===== config.mk =====
export PLATFORM = sky130hd
export DESIGN_NAME = delay_meter
export DESIGN_NICKNAME = d
export VERILOG_FILES = /design/src/rtl/delay_meter.sv
export SDC_FILE = /design/constraint.sdc
export NUM_CORES = 1
export LEC_CHECK = 0
export ABC_AREA = 1
export CELL_PAD_IN_SITES_DETAIL_PLACEMENT = 1
export CELL_PAD_IN_SITES_GLOBAL_PLACEMENT = 2
export CORE_UTILIZATION = 30
export DETAILED_ROUTE_END_ITERATION = 7
export PLACE_DENSITY = 0.77
export SLEW_MARGIN = 30
export SYNTH_ARGS = -nofsm -noshare
export SYNTH_HDL_FRONTEND = slang
export SYNTH_SLANG_ARGS = --single-unit

===== constraint.sdc =====
create_clock -name i_clk -period 3.5 [get_ports i_clk]
set_input_delay 0.875 -clock i_clk [delete_from_list [all_inputs] [get_ports i_clk]]
set_output_delay 0.875 -clock i_clk [all_outputs]
set_load 0.02 [all_outputs]

===== src/rtl/delay_meter.sv =====
// -----------------------------------------------------------------------------
// delay_meter
//
// Measures the number of clock cycles between a start pulse and a stop pulse.
// Used for loopback calibration: start marks a sync entering a delay path and
// stop marks it leaving. Every completed measurement is reported with a
// one-cycle strobe. A measurement that never sees its stop is aborted after
// TIMEOUT_CYCLES. Running min/max statistics and a sticky overrun flag are
// kept until cleared.
//
// Parameters
//   COUNT_WIDTH    width of the cycle counter and all result outputs
//   TIMEOUT_CYCLES abort when the counter reaches this value (< 2**COUNT_WIDTH)
//   STOP_EDGE      0: stop is a level-high pulse, 1: stop acts on rising edge
//
// Ports
//   i_clk          system clock
//   i_rst          synchronous, active-high reset
//   i_en           arm enable; start is ignored in IDLE while low
//   i_clr          clears min/max/overrun statistics (one cycle)
//   i_start        start pulse
//   i_stop         stop pulse
//   o_delay_out    last measured latency in cycles
//   o_data_valid   one-cycle strobe: o_delay_out was just updated
//   o_timeout      one-cycle strobe: measurement aborted
//   o_busy         high while a measurement is running
//   o_min_delay    smallest valid measurement since clear (all ones if none)
//   o_max_delay    largest valid measurement since clear (zero if none)
//   o_overrun      sticky: start seen while a measurement was running
//   o_dbg_state    current FSM state (0 = IDLE, 1 = COUNT)
//
// Handshake: there is no backpressure. o_data_valid and o_timeout are
// single-cycle strobes that are never high together; a consumer must sample
// o_delay_out on the cycle o_data_valid is high or simply read it later, as
// it holds its value until the next valid measurement.
// -----------------------------------------------------------------------------
module delay_meter #(
    parameter int COUNT_WIDTH    = 32,
    parameter int TIMEOUT_CYCLES = 1024,
    parameter bit STOP_EDGE      = 1'b0
) (
    input  logic                   i_clk,
    input  logic                   i_rst,
    input  logic                   i_en,
    input  logic                   i_clr,
    input  logic                   i_start,
    input  logic                   i_stop,
    output logic [COUNT_WIDTH-1:0] o_delay_out,
    output logic                   o_data_valid,
    output logic                   o_timeout,
    output logic                   o_busy,
    output logic [COUNT_WIDTH-1:0] o_min_delay,
    output logic [COUNT_WIDTH-1:0] o_max_delay,
    output logic                   o_overrun,
    output logic                   o_dbg_state
);

    localparam logic [COUNT_WIDTH-1:0] TIMEOUT_VAL = COUNT_WIDTH'(TIMEOUT_CYCLES);
    localparam logic [COUNT_WIDTH-1:0] CNT_ONE     = COUNT_WIDTH'(1);

    typedef enum logic {
        S_IDLE  = 1'b0,
        S_COUNT = 1'b1
    } state_t;

    // -------------------------------------------------------------------------
    // Registers
    // -------------------------------------------------------------------------
    state_t                   r_state;
    logic [COUNT_WIDTH-1:0]   r_counter;
    logic                     r_stop_d;
    logic [COUNT_WIDTH-1:0]   r_delay;
    logic                     r_data_valid;
    logic                     r_timeout;
    logic [COUNT_WIDTH-1:0]   r_min;
    logic [COUNT_WIDTH-1:0]   r_max;
    logic                     r_overrun;

    // -------------------------------------------------------------------------
    // Next-state / next-value wires
    // -------------------------------------------------------------------------
    logic                     w_stop_evt;
    state_t                   w_state_nxt;
    logic [COUNT_WIDTH-1:0]   w_counter_nxt;
    logic                     w_result_ld;
    logic [COUNT_WIDTH-1:0]   w_result_val;
    logic                     w_timeout_nxt;
    logic                     w_overrun_set;
    logic [COUNT_WIDTH-1:0]   w_min_base;
    logic [COUNT_WIDTH-1:0]   w_max_base;
    logic [COUNT_WIDTH-1:0]   w_min_nxt;
    logic [COUNT_WIDTH-1:0]   w_max_nxt;
    logic                     w_overrun_nxt;

    // In edge mode a stop that stays high only counts on its first cycle.
    // r_stop_d is always tracked so the level mode does not leave it unused.
    assign w_stop_evt = i_stop & ~(STOP_EDGE ? r_stop_d : 1'b0);

    // -------------------------------------------------------------------------
    // FSM next-state and datapath control
    // -------------------------------------------------------------------------
    always_comb begin
        w_state_nxt   = r_state;
        w_counter_nxt = r_counter;
        w_result_ld   = 1'b0;
        w_result_val  = '0;
        w_timeout_nxt = 1'b0;
        w_overrun_set = 1'b0;

        case (r_state)
            S_IDLE: begin
                if (i_start && i_en) begin
                    if (w_stop_evt) begin
                        // Start and stop on the same cycle: zero-latency path.
                        w_result_ld  = 1'b1;
                        w_result_val = '0;
                    end else begin
                        // Counter reads 1 on the first cycle after start so
                        // that it equals the elapsed cycles when stop arrives.
                        w_state_nxt   = S_COUNT;
                        w_counter_nxt = CNT_ONE;
                    end
                end
            end

            S_COUNT: begin
                // Any start while counting (enable does not matter) is a
                // protocol overrun, including one coinciding with stop.
                w_overrun_set = i_start;
                if (w_stop_evt) begin
                    // Stop takes priority over a timeout on the same cycle.
                    w_result_ld   = 1'b1;
                    w_result_val  = r_counter;
                    w_state_nxt   = S_IDLE;
                    w_counter_nxt = '0;
                end else if (r_counter == TIMEOUT_VAL) begin
                    w_timeout_nxt = 1'b1;
                    w_state_nxt   = S_IDLE;
                    w_counter_nxt = '0;
                end else begin
                    w_counter_nxt = r_counter + CNT_ONE;
                end
            end

            default: begin
                w_state_nxt   = S_IDLE;
                w_counter_nxt = '0;
            end
        endcase
    end

    // -------------------------------------------------------------------------
    // Statistics next values
    // -------------------------------------------------------------------------
    // Clear is applied to the base first; a result arriving on the same cycle
    // is then folded into the cleared values, leaving min = max = result.
    always_comb begin
        w_min_base = i_clr ? '1 : r_min;
        w_max_base = i_clr ? '0 : r_max;
        w_min_nxt  = w_min_base;
        w_max_nxt  = w_max_base;
        if (w_result_ld) begin
            if (w_result_val < w_min_base) begin
                w_min_nxt = w_result_val;
            end
            if (w_result_val > w_max_base) begin
                w_max_nxt = w_result_val;
            end
        end
        // A new overrun on the clear cycle survives the clear.
        w_overrun_nxt = w_overrun_set | (r_overrun & ~i_clr);
    end

    // -------------------------------------------------------------------------
    // State register
    // -------------------------------------------------------------------------
    always_ff @(posedge i_clk) begin
        if (i_rst) begin
            r_state <= S_IDLE;
        end else begin
            r_state <= w_state_nxt;
        end
    end

    // -------------------------------------------------------------------------
    // Datapath and output registers
    // -------------------------------------------------------------------------
    always_ff @(posedge i_clk) begin
        if (i_rst) begin
            r_counter    <= '0;
            r_stop_d     <= 1'b0;
            r_delay      <= '0;
            r_data_valid <= 1'b0;
            r_timeout    <= 1'b0;
            r_min        <= '1;
            r_max        <= '0;
            r_overrun    <= 1'b0;
        end else begin
            r_counter    <= w_counter_nxt;
            r_stop_d     <= i_stop;
            r_data_valid <= w_result_ld;
            r_timeout    <= w_timeout_nxt;
            r_min        <= w_min_nxt;
            r_max        <= w_max_nxt;
            r_overrun    <= w_overrun_nxt;
            if (w_result_ld) begin
                r_delay <= w_result_val;
            end
        end
    end

    // -------------------------------------------------------------------------
    // Outputs
    // -------------------------------------------------------------------------
    assign o_delay_out  = r_delay;
    assign o_data_valid = r_data_valid;
    assign o_timeout    = r_timeout;
    assign o_busy       = (r_state == S_COUNT);
    assign o_min_delay  = r_min;
    assign o_max_delay  = r_max;
    assign o_overrun    = r_overrun;
    assign o_dbg_state  = r_state;

endmodule


# After elaboration in Yosys (flattened, before gate mapping)

Index checks and enable logic that the tools add are counted.

Add/subtract/negate cells: 1
Order comparisons: 2
Equal/unequal tests: 3
Multiplexer cells: 23
Bitwise gates (word level): 4
Reductions and logical operators: 3

Operator list:

| kind                                                               | count |
|---|---|
| 32-bit two-way mux                                                 | 11 |
| 32-bit case mux with 2 select lines                                | 2 |
| 32-bit by 1-bit adder with 32-bit output (second input constant)   | 1 |
| 32-bit by 11-bit == test with 1-bit output (second input constant) | 1 |
| 32-bit greater-than comparator                                     | 1 |
| 32-bit less-than comparator                                        | 1 |
| 1-bit two-way mux                                                  | 8 |
| 2-bit inequality test (second input constant)                      | 2 |
| 1-bit case mux with 2 select lines                                 | 2 |
| 3-bit OR reduction                                                 | 1 |
| 1-bit inverter                                                     | 2 |
| 2-bit AND reduction                                                | 1 |
| 1-bit bitwise AND                                                  | 1 |
| 1-bit logical AND                                                  | 1 |
| 1-bit OR                                                           | 1 |

Bits in registers: 132
Input port bits: 6

# Logic depth before layout (Yosys ltp)

Depth in word-level cells: 5
Gate-level depth with buffers: 19
Mapped depth without buffers: 18

# Worst setup path before layout

Ideal clock, no wire load.

Kind: input port to flip-flop
Start: in i_clr
End: reg r_max[10] (netlist: o_max_delay[10])
Data arrival time: 2.836 ns
Data required time: 3.385 ns
Path slack: 0.549 ns
Cell stages on the path: 15
Buffers on the path: 3
Cell sequence: buf_2 -> inv_2 -> clkbuf_1 -> nand2_1 -> ha_1 -> nand2_1 -> nor2_1 -> nand4_1 -> nor4_1 -> nand3_1 -> nand2_1 -> inv_2 -> buf_2 -> a21oi_1 -> nor2_1

Word-level cells in the longest chain between the ends: 4

Ends and longest elaborated chain:

| what                           | line | RTL |
|---|---|---|
| from (decl)                    | 45   | `input logic i_clr,` |
| 32-bit two-way mux (*)         | 159  | `w_max_base = i_clr ? '0 : r_max;` |
| 32-bit greater-than comparator | 166  | `if (w_result_val > w_max_base) begin` |
| 32-bit two-way mux             | 166  |  |
| 32-bit two-way mux (*)         | 162  | `if (w_result_ld) begin` |
| to (signal assigned)           | 204  | `r_max <= w_max_nxt;` |
| to (decl)                      | 76   | `logic [COUNT_WIDTH-1:0] r_max;` |

Mark *: on every way between the ends. The rest lies on a longest branch, timed or not.
A chain may end at the register's enable or synchronous reset.

# Worst setup path in the final report

Start: in i_stop
End: reg r_max[27] (netlist: o_max_delay[27])

Word-level cells in the longest chain between the ends: 5
Elaborated cells between the ends (all ways): 8
Classes of those cells: order compare: 1; mux: 7

Ends and longest elaborated chain:

| what                                | line | RTL |
|---|---|---|
| from (decl)                         | 47   | `input logic i_stop,` |
| 32-bit two-way mux                  | 130  | `if (w_stop_evt) begin` |
| 32-bit case mux with 2 select lines | 110  | `case (r_state)` |
| named net w_result_val[31]          | 86   | `logic [COUNT_WIDTH-1:0] w_result_val;` |
| 32-bit greater-than comparator      | 166  |  |
| 32-bit two-way mux                  | 166  |  |
| 32-bit two-way mux                  | 162  |  |

The timed path passes the listed nets, and every way through them passes these cells.

==> reports/qor.txt <==
outcome: complete, no violations
Die Area: 26000 µm²
Max Buffers Root-to-Sink: 2
Sink Count: 132
setup TNS: 0 ps
mux share of post-synthesis cell area: 0
average cell area after synthesis: 6.72 µm²
Starting DRT DRC Count: 340
Post-DP Area: 9480 µm²
first-pass GRT wire length: 43700 µm
Clock Latency Late Sink: 430 ps
main combinational cell family by area after synthesis: simple AND/OR/NAND/NOR gates
post-synthesis xor/xnor area fraction: 0.0104
clk slew on worst S/H paths: 70 ps
Non-Filler Instances: 1619
share of cells above drive strength 1: 0.0973
total CTS buffers: 17
Slew @ Worst Pin: 620 ps
Setup Viol. Count Final: 0
sequential share of the synthesized area: 0.348
IO Count: 107
Critical Path AT: 3620 ps
Yosys reg bits: 132
most frequent cells in the layout: nand2_1, inv_1, nor2_1
Pwr Density: 754 nW/µm²
Cell Area, Synth: 7600 µm²
Slew HR: 0.587
initial antenna violation count: 1
startpoint type of the worst setup path: primary input
max-cap check violation count: 0
Diodes inserted: 0
post-CTS setup buffer count: 0
Compound-Gate Fraction of Synth Area: 0.0990
CP required: 3830 ps
Tmin final: 3290 ps
CTS H-tree depth: 4
Tcrit/Tclk final: 0.940
IO Port Bufs: 106
RSZ-0062 raised after global routing: no
FP Rows: 57
maximum operating frequency: 304 MHz
maximum number of pins on one net before global-route repair: 48
Final #Nets: 1351
fin area: 10200 µm²
Inst Count DP: 1585
internal power: 4.48 mW
Final Max Tran Viols: 0
synthesized instance count: 1130
Initial Util: 0.309
DP HPWL: 20300 µm
wire per inst: 17.1 µm
drt via density: 4.84
vias in the first global route: 8047
Leakage: 4.46 nW
P&R area growth vs syn: 34.1%
synth unique cells: 34
1st-pass router iterations: 4
Placement Setup Slack: -371 ps
TritonCTS clock tree: done
Via Count: 7843
Crit Path Class: primary input to flop
clock share of power: 0.257
Final Skew: 13.5 ps
Peak VDD IR: 1250 µV
Simple-Gate Fraction of Synth Area: 0.325
Seq pwr share: 0.234
GRT Resource Usage Total: 0.217
combinational group share of total power: 0.509
final wirelength: 27700 µm
GP Congestion: 0.824
clk root buf: clkbuf_16
GRT overflow: 0
antenna-violating nets left: 0
Synthesized Nets: 1199
CORE AREA: 24600 µm²
sw frac: 0.418
adder-cell share of the synthesized area: 0.104
Hold/Removal Path Class: flop to flop
P_sw: 3.21 mW
Final Hold Violating Endpoints: 0
Worst setup EP type: flop
largest fanout on the critical path: 30
most common cell after layout, fill and taps aside: nand2_1
Die Span Y: 161 µm
Die Width: 161 µm
detailed-route DRC error count: 0
total power: 7.68 mW
YS warnings: 0
setup slack after layout: 209 ps
cells by family after synthesis:
group                      Yosys count
AOI/OAI and AO/OA                  144
adders and majority gates           63
buffers and inverters              209
xor gates and xnor gates             9
and+or+nand+nor                    573
DFF                                132
Yosys cell counts (all sizes together):
cell type,n,area share
a211oi,3,0.0030
a21boi,1,0.00099
a21oi,113,0.074
a31oi,1,0.00082
a41oi,2,0.0023
and2,1,0.00082
and3,1,0.00082
buf,28,0.025
clkbuf,23,0.011
dfxtp,132,0.35
ha,63,0.10
inv,158,0.078
nand2,262,0.13
nand3,120,0.079
nand3b,1,0.00099
nand4,20,0.016
nor2,143,0.074
nor3,14,0.011
nor3b,1,0.00099
nor4,10,0.0082
o2111ai,1,0.0012
o211ai,3,0.0030
o21ai,19,0.013
o22ai,1,0.00082
xor2,9,0.010
sequential cells by signal (all words and copies together), names as in the netlist:
| register | flops |
|---|---|
| o_min_delay | 32 |
| o_overrun | 1 |
| o_busy | 1 |
| o_max_delay | 32 |
| o_timeout | 1 |
| o_data_valid | 1 |
| o_delay_out | 32 |
| r_counter | 32 |
worst paths after layout:
path | cells past startpoint | start | end | slack, ps
setup / recovery | 17 | i_stop | o_max_delay[27] | 210
hold / removal | 2 | o_delay_out[10] | o_delay_out[10] | 460
hold reg to reg | 2 | o_delay_out[10] | o_delay_out[10] | 460
setup reg to reg | 15 | o_busy | o_max_delay[27] | 650
power groups by stage:
| stage | logic (mW) | registers, mW | clock network [mW] |
|---|---|---|---|
| CTS | 3.92 | 1.80 | 2.02 |
| global route | 4.26 | 1.81 | 2.08 |
| detailed placement | 3.91 | 1.83 | 0 |
| finish | 3.91 | 1.79 | 1.98 |
| floorplan | 2.45 | 2.00 | 0 |
| global placement | 3.82 | 1.83 | 0 |
worst max-delay path: stages:
cell and delay (ps):
clkdlybuf4s50_1 460, nand2_4 140, buf_12 150, nor2_1 40, buf_4 130, ha_1 290
nand2_1 90, nor2_2 130, nand4_1 220, nor4_4 290, buf_4 160, nand2_1 100
nand2_4 130, buf_12 180, nand3_1 90, nand2_1 70, nor2_1 40
through the flow:
| stage | util | hold WS, ps |
|---|---|---|
| after global placement | 0.385 | 449 |
| after floorplan | - | 452 |
| after detailed placement | 0.385 | 456 |
| final | 0.414 | 461 |
| after global routing | 0.414 | 487 |
| after CTS | 0.411 | 466 |
repair_timing:
item                                    in CTS  in global routing
endpoints found under the setup margin       0                 32
resized for setup                            0                  5
hold buffers                                 0                  0
metal layers:
layer / part of all wire / vias up / global-route usage
met5: 0 / - / 0
met4: 0.023 / 0 / 0.0802
met3: 0.030 / 38 / 0.0262
met2: 0.48 / 156 / 0.376
met1: 0.46 / 3696 / 0.274
li1: - / 3953 / -
area by class of cell:
| type | count | area [µm²] |
|---|---|---|
| Sequential cell | 132 | 2640 |
| Timing Repair Buffer | 184 | 1800 |
| Inverter | 158 | 593 |
| Fill cell | 3120 | 14400 |
| Clock inverter | 13 | 196 |
| Multi-Input combinational cell | 789 | 4110 |
| Clock buffer | 19 | 433 |
| Tap cell | 324 | 405 |
Power figures use the tool's default switching activity.
==> variant, RTL diff (same flow settings) <==
Register the output `o_delay_out` once more, cleared by the reset; this adds one clock of latency there. The other outputs are not delayed to match. Comments in the files are not updated.
--- a/src/rtl/delay_meter.sv
+++ b/src/rtl/delay_meter.sv
@@ -212,7 +212,13 @@
     // -------------------------------------------------------------------------
     // Outputs
     // -------------------------------------------------------------------------
-    assign o_delay_out  = r_delay;
+    always_ff @(posedge i_clk) begin
+        if (i_rst) begin
+            o_delay_out <= '0;
+        end else begin
+            o_delay_out <= r_delay;
+        end
+    end
     assign o_data_valid = r_data_valid;
     assign o_timeout    = r_timeout;
     assign o_busy       = (r_state == S_COUNT);
Check against the original RTL: not equivalent (a bounded check fails within 4 cycles, from zero or initial values and one cycle with i_rst high).
==> variant against the original RTL <==
The flow now finishes with violations (DRC); non-clock buffer count grew 8; synthesized area grew 5.7%; wire length grew 0.69%; power shrank 17%; synthesized cell count shrank 2.6%; via count grew 0.62%; sequential share of layout area grew 5.0 points; cell area grew 4.3%; sequential cell count grew 32; count of clock-buffer cells in the layout shrank 2; hold slack lost 0.045 ns; first-iteration DRC count grew 7.6%; setup slack gained 0.0084 ns; largest cell class unchanged; largest power group is now sequential cells.
==> variant: results <==
{
  "status": "complete, but fails checks",
  "violations": "DRC",
  "viasPerCell": 4.91,
  "grt_pass1_vias": 7954,
  "drc": 14,
  "ys_types": 35,
  "placedInstanceArea_mm2": 0.0100,
  "grt_pass1_wl_um": 44500,
  "drive_gt1_frac": 0.111,
  "skew_ns": 0.0143,
  "synth_fp_nets": 1170,
  "gp_congestion": 0.874,
  "layout.nets": 1329,
  "diodes": 0,
  "ys_top_cells_by_count": "nand2_1, nor2_1, dfxtp_1",
  "cp.arrival_ns": 3.65,
  "antenna_found_initial": 0,
  "wl_per_cell_um": 17.3,
  "hpwl_um": 20700,
  "grt_use_total": 0.209,
  "htreeDepth": 4,
  "synth_sequential_area_ratio": 0.409,
  "async_flop_share": 0,
  "drt_iter0_drc": 366,
  "clockBufferDepth": 2,
  "tightest_slew_ns": 0.865,
  "grt_max_degree": 77,
  "p_leak_nw": 4.67,
  "peakVddDrop_mv": 0.369,
  "synth_area_leaders": "dfxtp_1, nand2_1, ha_1",
  "crit_path_max_fanout": 20,
  "drt-pass1-iter-count": 7
}
variant: cell count changes after synthesis, moves of 28 or more:
cell	before	now
a21oi_1	113	49
a22o_1	0	29
dfxtp_1	132	164
inv_1	155	99
nand2_1	258	214
nand3_1	120	82
nor2_1	139	199
o21ai_0	19	47
variant: timing repair:
item / CTS / global route
gates resized for setup: 0 / 4
endpoints found under the setup margin: 0 / 34
hold buffers: 0 / 0
variant: worst max-delay path: stages:
cell and delay [ns]:
clkdlybuf4s50_1 0.49, nand2_2 0.07, buf_12 0.16, buf_4 0.15
nor2_1 0.20, ha_1 0.29, a21oi_1 0.19, o21ai_0 0.10
a21oi_1 0.14, o21ai_0 0.17, nor2_2 0.21, buf_4 0.32
nand3_1 0.16, nand3_1 0.11
variant: routing by layer:
layer,vias to the layer above,GRT usage,share of wire
met2,135,0.349,0.47
met5,-,0,0
met4,0,0.0496,0.011
met1,3800,0.282,0.49
li1,3933,-,-
met3,24,0.0323,0.029
variant: path summary, 6_finish.rpt:
check	from	end	slack, ns	cells past startpoint
worst min register to register	r_delay[2]	o_delay_out[2]	0.42	2
worst max-delay path	i_stop	o_min_delay[26]	0.22	14
worst min-delay path	r_delay[2]	o_delay_out[2]	0.42	2
worst max register to register	o_busy	o_min_delay[26]	0.65	13
variant: cell type report:
type | count | area [µm²]
Fill cell | 3216 | 15500
Multi-Input combinational cell | 782 | 4160
Sequential cell | 164 | 3280
Timing Repair Buffer | 192 | 1810
Clock buffer | 17 | 425
Tap cell | 335 | 419
Inverter | 103 | 387
Clock inverter | 13 | 138
variant: power by group:
part | leakage (nW) | switching [mW] | total, mW | internal, mW
combinational | 3.08 | 1.33 | 2.24 | 0.920
clock | 0.265 | 0.879 | 1.88 | 0.997
sequential | 1.33 | 0.173 | 2.25 | 2.07
variant: logic make-up (layout without fill, tap and decap cells):
group                    Yosys count  after routing  synth area share
AND/OR/NAND/NOR                  557            557             0.294
flip-flops                       164            164             0.409
buffers and inverters            155            325            0.0757
AO/OA/AOI/OAI                    151            151             0.111
adder cells (fa/ha/maj)           63             63            0.0982
XOR/XNOR                          11             11            0.0120
variant: through the flow:
stage	util	TNS (ns)	instances	setup slack, ns
5_1_grt	0.406	0	1606	0.0101
6_report	0.406	0	1606	0.217
2_1_floorplan	-	0	1101	0.490
3_5_place_dp	0.384	-13.93	1576	-0.283
4_1_cts	0.406	0	1606	0.165
3_3_place_gp	0.384	-12.03	1576	-0.258
